`config.mk`:
```
export PLATFORM = sky130hd
export DESIGN_NAME = tick_scheduler
export DESIGN_NICKNAME = d
export VERILOG_FILES = /design/src/rtl/tick_scheduler.sv
export SDC_FILE = /design/constraint.sdc
export NUM_CORES = 1
export LEC_CHECK = 0
export CAP_MARGIN = 5
export CORE_MARGIN = 2
export CORE_UTILIZATION = 50
export DETAILED_ROUTE_END_ITERATION = 10
export PLACE_DENSITY = 0.66
export SLEW_MARGIN = 20
export SYNTH_ARGS = -nofsm -noshare
export SYNTH_HDL_FRONTEND = slang
export SYNTH_SLANG_ARGS = --single-unit
```
`constraint.sdc`:
```
create_clock -name clk -period 4.4 [get_ports clk]
set_input_delay 0.66 -clock clk [delete_from_list [all_inputs] [get_ports clk]]
set_output_delay 0.66 -clock clk [all_outputs]
set_load 0.005 [all_outputs]
```
`src/rtl/tick_scheduler.sv`:
```
// Multi-channel programmable clock-enable generator: per-channel divisor counters
// emitting tick pulses and square waves, with config updates deferred to period boundaries.
module tick_scheduler #(
  parameter int unsigned CHANNELS    = 4,
  parameter int unsigned WIDTH       = 16,
  parameter int unsigned DEFAULT_DIV = 4,
  localparam int unsigned CW         = (CHANNELS > 1) ? $clog2(CHANNELS) : 1
) (
  input  logic                clk,
  input  logic                reset,
  input  logic                cfg_valid,
  output logic                cfg_ready,
  input  logic [CW-1:0]       cfg_chan,
  input  logic [WIDTH-1:0]    cfg_div,
  input  logic                cfg_enable,
  output logic                cfg_err,
  output logic [CHANNELS-1:0] tick,
  output logic [CHANNELS-1:0] sq,
  output logic [CHANNELS-1:0] active,
  output logic [CHANNELS-1:0] pending
);

  logic [WIDTH-1:0]    div_q   [CHANNELS];
  logic [WIDTH-1:0]    div_d   [CHANNELS];
  logic [WIDTH-1:0]    count_q [CHANNELS];
  logic [WIDTH-1:0]    count_d [CHANNELS];
  logic [WIDTH-1:0]    pdiv_q  [CHANNELS];
  logic [WIDTH-1:0]    pdiv_d  [CHANNELS];
  logic [CHANNELS-1:0] en_q, en_d;
  logic [CHANNELS-1:0] pen_q, pen_d;
  logic [CHANNELS-1:0] pvalid_q, pvalid_d;
  logic [CHANNELS-1:0] tick_q, tick_d;
  logic [CHANNELS-1:0] sq_q, sq_d;
  logic [CHANNELS-1:0] active_q, active_d;
  logic                cfg_err_q, cfg_err_d;

  logic                chan_ok_c;
  logic [CHANNELS-1:0] idle_c, wrap_c, apply_c, wr_c;

  // Out-of-range channels are always ready so the write can be dropped and flagged.
  always_comb begin
    chan_ok_c = 5'(cfg_chan) < 5'(CHANNELS);
    cfg_ready = 1'b1;
    for (int i = 0; i < CHANNELS; i++) begin
      if (cfg_chan == CW'(i)) cfg_ready = !pvalid_q[i];
    end
  end

  always_comb begin
    idle_c  = '0;
    wrap_c  = '0;
    apply_c = '0;
    wr_c    = '0;
    for (int i = 0; i < CHANNELS; i++) begin
      idle_c[i]  = !en_q[i] || (div_q[i] == '0);
      wrap_c[i]  = !idle_c[i] && (count_q[i] == div_q[i] - WIDTH'(1));
      apply_c[i] = pvalid_q[i] && (idle_c[i] || wrap_c[i]);
      wr_c[i]    = cfg_valid && cfg_ready && chan_ok_c && (cfg_chan == CW'(i));
    end
  end

  always_comb begin
    div_d     = div_q;
    count_d   = count_q;
    pdiv_d    = pdiv_q;
    en_d      = en_q;
    pen_d     = pen_q;
    pvalid_d  = pvalid_q;
    tick_d    = '0;
    sq_d      = '0;
    active_d  = '0;
    cfg_err_d = cfg_valid && !chan_ok_c;
    for (int i = 0; i < CHANNELS; i++) begin
      if (apply_c[i]) begin
        div_d[i]    = pdiv_q[i];
        en_d[i]     = pen_q[i];
        count_d[i]  = '0;
        pvalid_d[i] = 1'b0;
        if (pen_q[i] && (pdiv_q[i] != '0)) begin
          tick_d[i] = wrap_c[i];
          sq_d[i]   = 1'b1;
        end
      end else if (!idle_c[i]) begin
        if (wrap_c[i]) begin
          count_d[i] = '0;
          tick_d[i]  = 1'b1;
        end else begin
          count_d[i] = count_q[i] + WIDTH'(1);
        end
        // High for the first ceil(D/2) counts of each period.
        sq_d[i] = count_d[i] < ((div_q[i] >> 1) + WIDTH'(div_q[i][0]));
      end else begin
        count_d[i] = '0;
      end
      // pvalid is low whenever a write is accepted, so this never collides with apply.
      if (wr_c[i]) begin
        pdiv_d[i]   = cfg_div;
        pen_d[i]    = cfg_enable;
        pvalid_d[i] = 1'b1;
      end
      active_d[i] = en_d[i] && (div_d[i] != '0);
    end
  end

  always_ff @(posedge clk) begin
    if (reset) begin
      for (int i = 0; i < CHANNELS; i++) begin
        div_q[i]   <= WIDTH'(DEFAULT_DIV);
        count_q[i] <= '0;
        pdiv_q[i]  <= '0;
      end
      en_q      <= '0;
      pen_q     <= '0;
      pvalid_q  <= '0;
      tick_q    <= '0;
      sq_q      <= '0;
      active_q  <= '0;
      cfg_err_q <= 1'b0;
    end else begin
      div_q     <= div_d;
      count_q   <= count_d;
      pdiv_q    <= pdiv_d;
      en_q      <= en_d;
      pen_q     <= pen_d;
      pvalid_q  <= pvalid_d;
      tick_q    <= tick_d;
      sq_q      <= sq_d;
      active_q  <= active_d;
      cfg_err_q <= cfg_err_d;
    end
  end

  assign tick    = tick_q;
  assign sq      = sq_q;
  assign active  = active_q;
  assign pending = pvalid_q;
  assign cfg_err = cfg_err_q;

endmodule
```
=== Word level (Yosys, flattened, before mapping) ===
Index checks and enable logic that the tools add are counted.

* Bits in writable memories: 0
* Memories: 0
* Register bits after elaboration: 216
* Output and inout port bits: 18
* Bits in read-only memories: 0
* Input bits: 22
* Latch bits: 0

* Multipliers: 0
* Bitwise gates (word level): 0
* Reduce and logical (&&, ||, !) cells: 62
* Muxes and demuxes: 60
* Divide/modulo/power cells: 0
* Equality and inequality tests: 7
* $add $sub $neg: 12
* $lt $le $gt $ge: 4
* Shift-type cells: 0

{| class="wikitable"
|+ Operators with widths
! cell !! number
|-
| $mux 16 || 16
|-
| $reduce_bool 16->1 || 8
|-
| $add 15x1->16 || 4
|-
| $add 16x1->16 const B || 4
|-
| $eq 16x16->1 || 4
|-
| $logic_not 16->1 || 4
|-
| $lt 16x16->1 || 4
|-
| $sub 16x1->16 const B || 4
|-
| $mux 1 || 44
|-
| $logic_and 1x1->1 || 21
|-
| $logic_not 1->1 || 12
|-
| $reduce_or 3->1 || 4
|-
| $logic_or 1x1->1 || 8
|-
| $reduce_bool 2->1 || 4
|-
| $eq 2x2->1 const B || 2
|-
| $eq 2x1->1 const B || 1
|-
| $logic_not 2->1 || 1
|}

=== Logic depth before layout (Yosys ltp) ===
Gate-level depths: netlist of run 1.

* Depth in word-level cells: 10
* Gate-level depth with buffers: 21
* Depth with buffers taken out: 18

=== Least setup slack after synthesis of run 1 ===
OpenSTA, ideal clock, no wires.

* Kind: register -> register
* From: register div_q[48] (netlist bit)
* To: register sq_q[0], in the netlist sq[0]
* Slack: 0.017 ns
* Stages on the path, launching flop included: 22
* Setup time: 0.101 ns
* Clock period less this slack: 4.383 ns
* Arrival: 4.282 ns
* Path through: dfxtp_1 > inv_1 > ha_1 > nor3b_1 > or3b_1 > clkbuf_1 > mux2i_1 > o211ai_1 > and4bb_1 > and2_1 > clkbuf_1 > buf_2 > nor2_1 > ha_1 > a21o_1 > a21o_1 > a21oi_1 > o21ai_0 > nand2_1 > a21oi_1 > or4_1 > o41ai_1

* Word-level cells in the longest chain between the ends: 10
* Elaborated cells between the ends (all ways): 15
* Those cells by class: add/sub (2); order compare (1); eq/ne (1); mux (5); reduce/logical (6)

{| class="wikitable"
|+ RTL lines
! what !! RTL line !! source
|-
| start, declared || 23 || <nowiki>logic [WIDTH-1:0] div_q [CHANNELS];</nowiki>
|-
| start signal, assigned by index || 108 || <nowiki>div_q[i] <= WIDTH'(DEFAULT_DIV);</nowiki>
|-
| start signal, assigned || 120 || <nowiki>div_q <= div_d;</nowiki>
|-
| parallel branches: the longest is 9 deep, another holds $sub 16x1->16 || -- ||
|-
| $mux 1 * || 74 || <nowiki>if (apply_c[i]) begin</nowiki>
|-
| end signal, assigned || 127 || <nowiki>sq_q <= sq_d;</nowiki>
|-
| end, declared || 33 || <nowiki>logic [CHANNELS-1:0] sq_q, sq_d;</nowiki>
|}

Every way passes the cells marked *. The select of a mux whose other input is x is not followed.
A chain may end at the register's enable or synchronous reset.

=== Worst setup path after layout of run 1 ===
* From: register div_q[2] (netlist bit)
* To: register sq_q[3], in the netlist sq[3]

The elaborated chain is that of the path after synthesis.

==> results.py, run 1 <==
metrics = {
    "timing": {
        "finalCritPeriodShare": 0.9662,
        "slew_headroom": 0.2825,
        "slew_viol_final": 0,
        "setup-tns-final_ps": 0,
        "fmax_mhz": 235.2,
        "layout_min_cycle_time_ps": 4251,
        "worst_pin_slew_ps": 1070,
        "hold_viol_final": 0,
        "hold_ws_ps": 470.7,
        "setup_viol": 0,
        "fin_skew_ps": 8.102,
    },
    "global_route": {
        "antenna_found_initial": 0,
        "grt_usage": 0.2369,
        "grt_max_degree": 74,
        "grt_pass1_wl_um": 56230,
        "grt_pass1_vias": 11300,
        "grt_overflow_total": 0,
    },
    "die": {
        "rows": 60,
        "die_w_um": 168.0,
        "initial_utilization": 0.5045,
        "fp.dieH_um": 168.0,
        "die-area_sq_mm": 0.02822,
        "core_sq_mm": 0.02665,
        "io_pins": 40,
    },
    "routing": {
        "drt_iter0_markers": 989,
        "num_vias": 11910,
        "wl_per_cell_um": 16.49,
        "wl_um": 34250,
        "viasPerCell": 5.735,
        "drc_errors": 0,
        "dr.pass1.iters": 6,
        "postRouteAntennaNets": 0,
    },
    "pwr": {
        "seq_power_share": 0.467,
        "intPower_mw": 3.269,
        "ir_worst_vdd_uv": 331.8,
        "power_density_mw_per_mm2": 282.3,
        "p_switching_mw": 1.040,
        "clockPowerShare": 0.466,
        "p_leak_nw": 6.218,
        "finalPower_mw": 4.309,
        "netSwitchingFraction": 0.2413,
        "pwr-share-comb": 0.066,
    },
    "logic_synthesis": {
        "netlist.area_leader.share": 0.3216,
        "synth_top_cell_by_area": "dfxtp_1",
        "ys_seq_area_frac": 0.3216,
        "yosysUniqueCellTypes": 73,
        "synth_flop_cell": "dfxtp_1",
        "async_reset_ff_frac": 0,
        "synth_area_sq_mm": 0.01345,
        "synthesis.nets": 1798,
        "synth_edf_count": 0,
        "yosys_warnings": 0,
        "syn_inst": 1700,
        "ys_ff_latch": 216,
        "yosys-top-cells-area": "dfxtp_1 32%, ha_1 7.1%, xnor2_1 6.3%, nand2_1 6.0%, xor2_1 5.6%",
        "synth.avg_cell_area_sq_um": 7.909,
    },
    "cells_and_area": {
        "finalNonFillerCells": 2077,
        "antennaDiodeCount": 0,
        "synthToLayoutAreaGrowth_pct": 13.55,
        "final_nets": 1817,
        "drive_gt1_frac": 0.1014,
        "utilization": 0.5729,
        "final_cell_mix": "216 x nand2_1, 216 x dfxtp_1, 179 x nor2_1, 107 x a21oi_1, 96 x xnor2_1",
    },
    "cts": {
        "cts.sinks": 216,
        "cts_tree": "done",
        "clock-root-buffer": "clkbuf_16",
        "numCtsBuffers": 25,
        "clk_path_buf_depth": 3,
        "clock_latency_ps": 530,
        "clk_pin_slew_ps": 60,
        "htreeDepth": 1,
    },
    "status": {
        "status": "completed",
    },
    "place": {
        "dp_hpwl_um": 24990,
        "place_inst": 2023,
        "gp_congestion": 0.8779,
        "io_buffers": 38,
    },
    "worst_hold_path": {
        "hp-class": "reg -> reg",
    },
    "critical_path": {
        "worst-path-max-fanout": 11,
        "arrival_ps": 4710,
        "required_ps": 4860,
        "endpoint_kind": "register",
        "cp-start-kind": "register",
        "path_class": "reg -> reg",
        "regToRegSetupSlack_ps": 150,
    },
    "job": {
        "max_cap_viol_count": 0,
    },
}
-- Yosys cell counts, types with 12 or more instances --
master,count
a21o_1,13
nor3b_1,14
nand2_1,216
xor2_1,86
xnor2_1,97
a31o_2,12
nor3_1,92
mux2i_1,55
nor4_1,29
or4_1,14
buf_2,23
dfxtp_1,216
ha_1,76
nand3_1,76
o21ai_0,25
inv_1,25
nor2_1,179
clkbuf_1,93
nand4_1,38
or3_1,14
nor2b_1,21
and3_1,33
a21oi_1,108
-- routing by layer --
layer	routed length (um)	vias up	track usage	share of wire
met3	1921	45	0.02962	0.056
met2	15360	317	0.3820	0.45
met4	541	0	0.05028	0.016
met1	16420	5570	0.3403	0.48
li1	-	5979	-	-
met5	0	-	0	0
-- critical path, cell delays in order, from the launching register on --
cell      delay [ps]
dfxtp_1          310
or4_4            550
or4_4            510
xnor2_2          170
nand4_1          130
a211o_1          300
nor3_4           250
buf_6            160
buf_6            130
nor2_1            50
ha_1             310
o21ai_0           80
o21ai_0          110
o211ai_1         110
a21oi_1           90
or4_4            500
nor3_2           160
mux2i_1          100
a21oi_1          150
-- state kept, by name, summed over array words and instances (netlist names) --
name,cells
active,4
count_q,64
div_q,64
en_q,4
pdiv_q,64
pen_q,4
pending,4
sq,4
tick,4
-- area by class of cell --
type                       instances  area, sq um
tap                              341        426.7
clock buffer                      34        699.4
inverter                          26        97.59
sequential                       216         4324
multi-input combinational       1332         8623
clock inverter                    10        87.58
timing repair buffer             118         1008
fill                            2425        11380
-- repair_timing --
action	CTS	global route
hold endpoints to repair	0	0
setup buffers	0	8
gates resized for setup	0	33
endpoints found under the setup margin	0	4
hold buffers	0	0
-- power groups by stage --
stage                     combinational (mW)  sequential, mW  clock, mW
final                                  0.286            2.01       2.01
after global routing                   0.312            2.02       2.13
after CTS                              0.276            2.01       2.05
after detailed placement               0.274            2.06          0
after global placement                 0.271            2.06          0
after floorplan                        0.182            2.04          0
-- path summary, 6_finish.rpt --
path,startpoint,cells past startpoint,endpoint
setup / recovery,div_q[2]$_SDFF_PP1_,18,sq[3]$_SDFF_PP0_
hold / removal,pdiv_q[43]$_SDFFE_PP0P_,2,pdiv_q[43]$_SDFFE_PP0P_
setup reg to reg,div_q[2]$_SDFF_PP1_,18,sq[3]$_SDFF_PP0_
hold reg to reg,pdiv_q[43]$_SDFFE_PP0P_,2,pdiv_q[43]$_SDFFE_PP0P_
-- metrics by stage --
stage	cell area [sq um]	setup slack, ps
global route	15270	-30.89
finish	15270	148.6
floorplan	13450	17.21
CTS	15050	32.70
detailed placement	14260	57.48
global placement	14260	45.68
-- cells by family (layout without fill, tap and decap cells) --
group,after synthesis,in the layout,synth area share
xor+xnor,183,183,0.1192
buf+inv,152,188,0.04848
simple gates,780,780,0.2851
mux,56,56,0.04178
flops,216,216,0.3216
fa+ha+maj,76,76,0.07072
compound gates,236,236,0.1128
other cells,1,1,0.0002789
Power figures use the tool's default switching activity.
==> run 2, diff against run 1 <==
- CORE_ASPECT_RATIO: default -> 2
==> results.py, run 2 (same netlist as run 1, synthesis figures left out) <==
metrics = {
    "status": {
        "status": "completed",
    },
    "critical_path": {
        "required_ps": 4840,
        "endpoint_kind": "register",
        "crit_chain": "or4_4, or4_4, xnor2_1, nand4_1, a211o_1, nor3_4, buf_4, nor2_1, ha_1, and3_1, o2111ai_2, a21o_1, a31oi_2, or4_4, nor3_2, mux2i_1, a21oi_1",
        "slowest_stage": "or4_4",
        "regToRegSetupSlack_ps": 90,
        "slowest_delay_ps": 540,
        "reg2regPathDepth": 17,
        "worst-path-max-fanout": 5,
        "path_class": "reg -> reg",
        "cp-start-kind": "register",
        "path_common_cell": "or4_4",
        "arrival_ps": 4750,
    },
    "timing": {
        "hold_ws_ps": 475.1,
        "layout_min_cycle_time_ps": 4309,
        "slew_headroom": 0.2935,
        "fmax_mhz": 232.1,
        "setup_viol": 0,
        "layout_setup_ws_ps": 91.17,
        "finalCritPeriodShare": 0.9793,
        "worst_pin_slew_ps": 1055,
        "rsz0062_at_grt": "true",
        "hold_viol_final": 0,
        "slew_viol_final": 0,
        "setup-tns-final_ps": 0,
        "fin_skew_ps": 12.18,
    },
    "pwr": {
        "clockPowerShare": 0.426,
        "p_switching_uw": 976.6,
        "finalPower_mw": 4.020,
        "ir_worst_vdd_uv": 301.1,
        "seq_power_share": 0.501,
        "power_density_mw_per_mm2": 264.7,
        "pwr-share-comb": 0.073,
        "p_leak_nw": 6.173,
        "netSwitchingFraction": 0.2429,
        "intPower_mw": 3.044,
    },
    "die": {
        "core_sq_mm": 0.02638,
        "die-area_sq_mm": 0.02830,
        "io_pins": 40,
        "initial_utilization": 0.5097,
        "die_w_um": 120.0,
        "fp.dieH_um": 235.9,
        "rows": 84,
    },
    "worst_hold_path": {
        "hold_path_depth": 2,
        "hp-class": "reg -> reg",
    },
    "cts": {
        "cts_tree": "done",
        "holdBufCountCts": 0,
        "clk_path_buf_depth": 3,
        "numCtsBuffers": 21,
        "cts.sinks": 216,
        "clock_latency_ps": 510,
        "htreeDepth": 1,
        "clock-root-buffer": "clkbuf_16",
        "clk_pin_slew_ps": 70,
    },
    "cells_and_area": {
        "drive_gt1_frac": 0.1018,
        "fill_cells": 2481,
        "reg.largest.list": "count_q: 64 flops, div_q: 64 flops, pdiv_q: 64 flops",
        "final_nets": 1818,
        "antennaDiodeCount": 0,
        "synthToLayoutAreaGrowth_pct": 12.96,
        "final_cell_mix": "216 x nand2_1, 216 x dfxtp_1, 179 x nor2_1, 106 x a21oi_1, 97 x xnor2_1",
    },
    "routing": {
        "dr.pass1.iters": 5,
        "drc_errors": 0,
        "viasPerCell": 5.873,
        "wl_per_cell_um": 18.34,
        "wl_um": 38020,
        "num_vias": 12170,
        "postRouteAntennaNets": 0,
        "drt_iter0_markers": 788,
    },
    "global_route": {
        "grt_overflow_total": 0,
        "grt_use_met1": 0.2727,
        "use_met2": 0.4864,
        "grt_pass1_wl_um": 59820,
        "grt.busiest_layer": "met2",
        "antenna_found_initial": 0,
        "grt_usage": 0.2609,
        "grt_max_degree": 74,
        "grt.met3_usage": 0.03071,
        "grt_pass1_vias": 11870,
    },
    "place": {
        "io_buffers": 38,
        "dp_hpwl_um": 28790,
        "gp_congestion": 0.9377,
        "dp_worst_setup_slack_ps": 75.78,
    },
    "job": {
        "max_cap_viol_count": 0,
    },
}
[run 2: changes by cell type in the layout (fill, tap and decap cells not counted), moves of 2 or more]
| cell | change |
|---|---|
| buf_12 | +2 |
| buf_2 | -2 |
| buf_4 | +6 |
| buf_8 | -2 |
| clkbuf_1 | -3 |
| clkbuf_16 | -3 |
| clkbuf_8 | -3 |
| ha_2 | +2 |
| nor3_1 | -3 |
| nor3_2 | +3 |
| o21ai_0 | -2 |
| o21ai_1 | +2 |
[run 2: area by class of cell]
type	count	area [sq um]	share of cell area
inverters	26	97.59	0.006426
clock inverters	8	73.82	0.004860
flip-flops and latches	216	4324	0.2847
multi-input cells	1332	8637	0.5687
well taps	344	430.4	0.02834
repair buffers	123	1079	0.07101
clock buffers	24	546.8	0.03600
[run 2: worst paths after layout]
kind	startpoint	to
setup / recovery	div_q[2]$_SDFF_PP1_	sq[3]$_SDFF_PP0_
hold reg to reg	pdiv_q[27]$_SDFFE_PP0P_	pdiv_q[27]$_SDFFE_PP0P_
setup reg to reg	div_q[2]$_SDFF_PP1_	sq[3]$_SDFF_PP0_
hold / removal	pdiv_q[27]$_SDFFE_PP0P_	pdiv_q[27]$_SDFFE_PP0P_
[run 2: repair_timing]
action                     CTS  global route
setup endpoints to repair    0             4
buffers inserted             0             5
gates resized for setup      0            38
[run 2: power groups by stage]
stage	Combinational, mW	Sequential [mW]	Clock, mW
2_1_floorplan	0.182	2.04	0
3_3_place_gp	0.279	2.06	0
3_5_place_dp	0.283	2.06	0
4_1_cts	0.284	2.01	1.76
5_1_grt	0.317	2.02	1.83
6_report	0.294	2.02	1.71
[run 2: per-stage QoR]
stage,utilization,cell area (sq um),cells
2_1_floorplan,-,13450,1700
3_3_place_gp,0.5436,14340,2033
3_5_place_dp,0.5439,14350,2033
4_1_cts,0.5674,14970,2065
5_1_grt,0.5757,15190,2073
6_report,0.5757,15190,2073
[run 2: critical path: cells and delay by family (launching register included)]
| family | cells | cell delay [ps] |
|---|---|---|
| compound gates | 5 | 800 |
| xor+xnor | 1 | 150 |
| fa+ha+maj | 1 | 300 |
| buf+inv | 1 | 200 |
| flops | 1 | 310 |
| mux | 1 | 100 |
| simple gates | 8 | 2360 |
[run 2: per-layer routing]
metal,vias to the layer above,part of all wire
met4,0,0.057
met1,5781,0.37
met3,118,0.036
met5,-,0
li1,5974,-
met2,301,0.53
==> run 3, diff against run 2 <==
- HOLD_SLACK_MARGIN: default -> 0.06
==> results of run 3 <==
No change in the layout: final DEF, timing and power equal those of run 2.
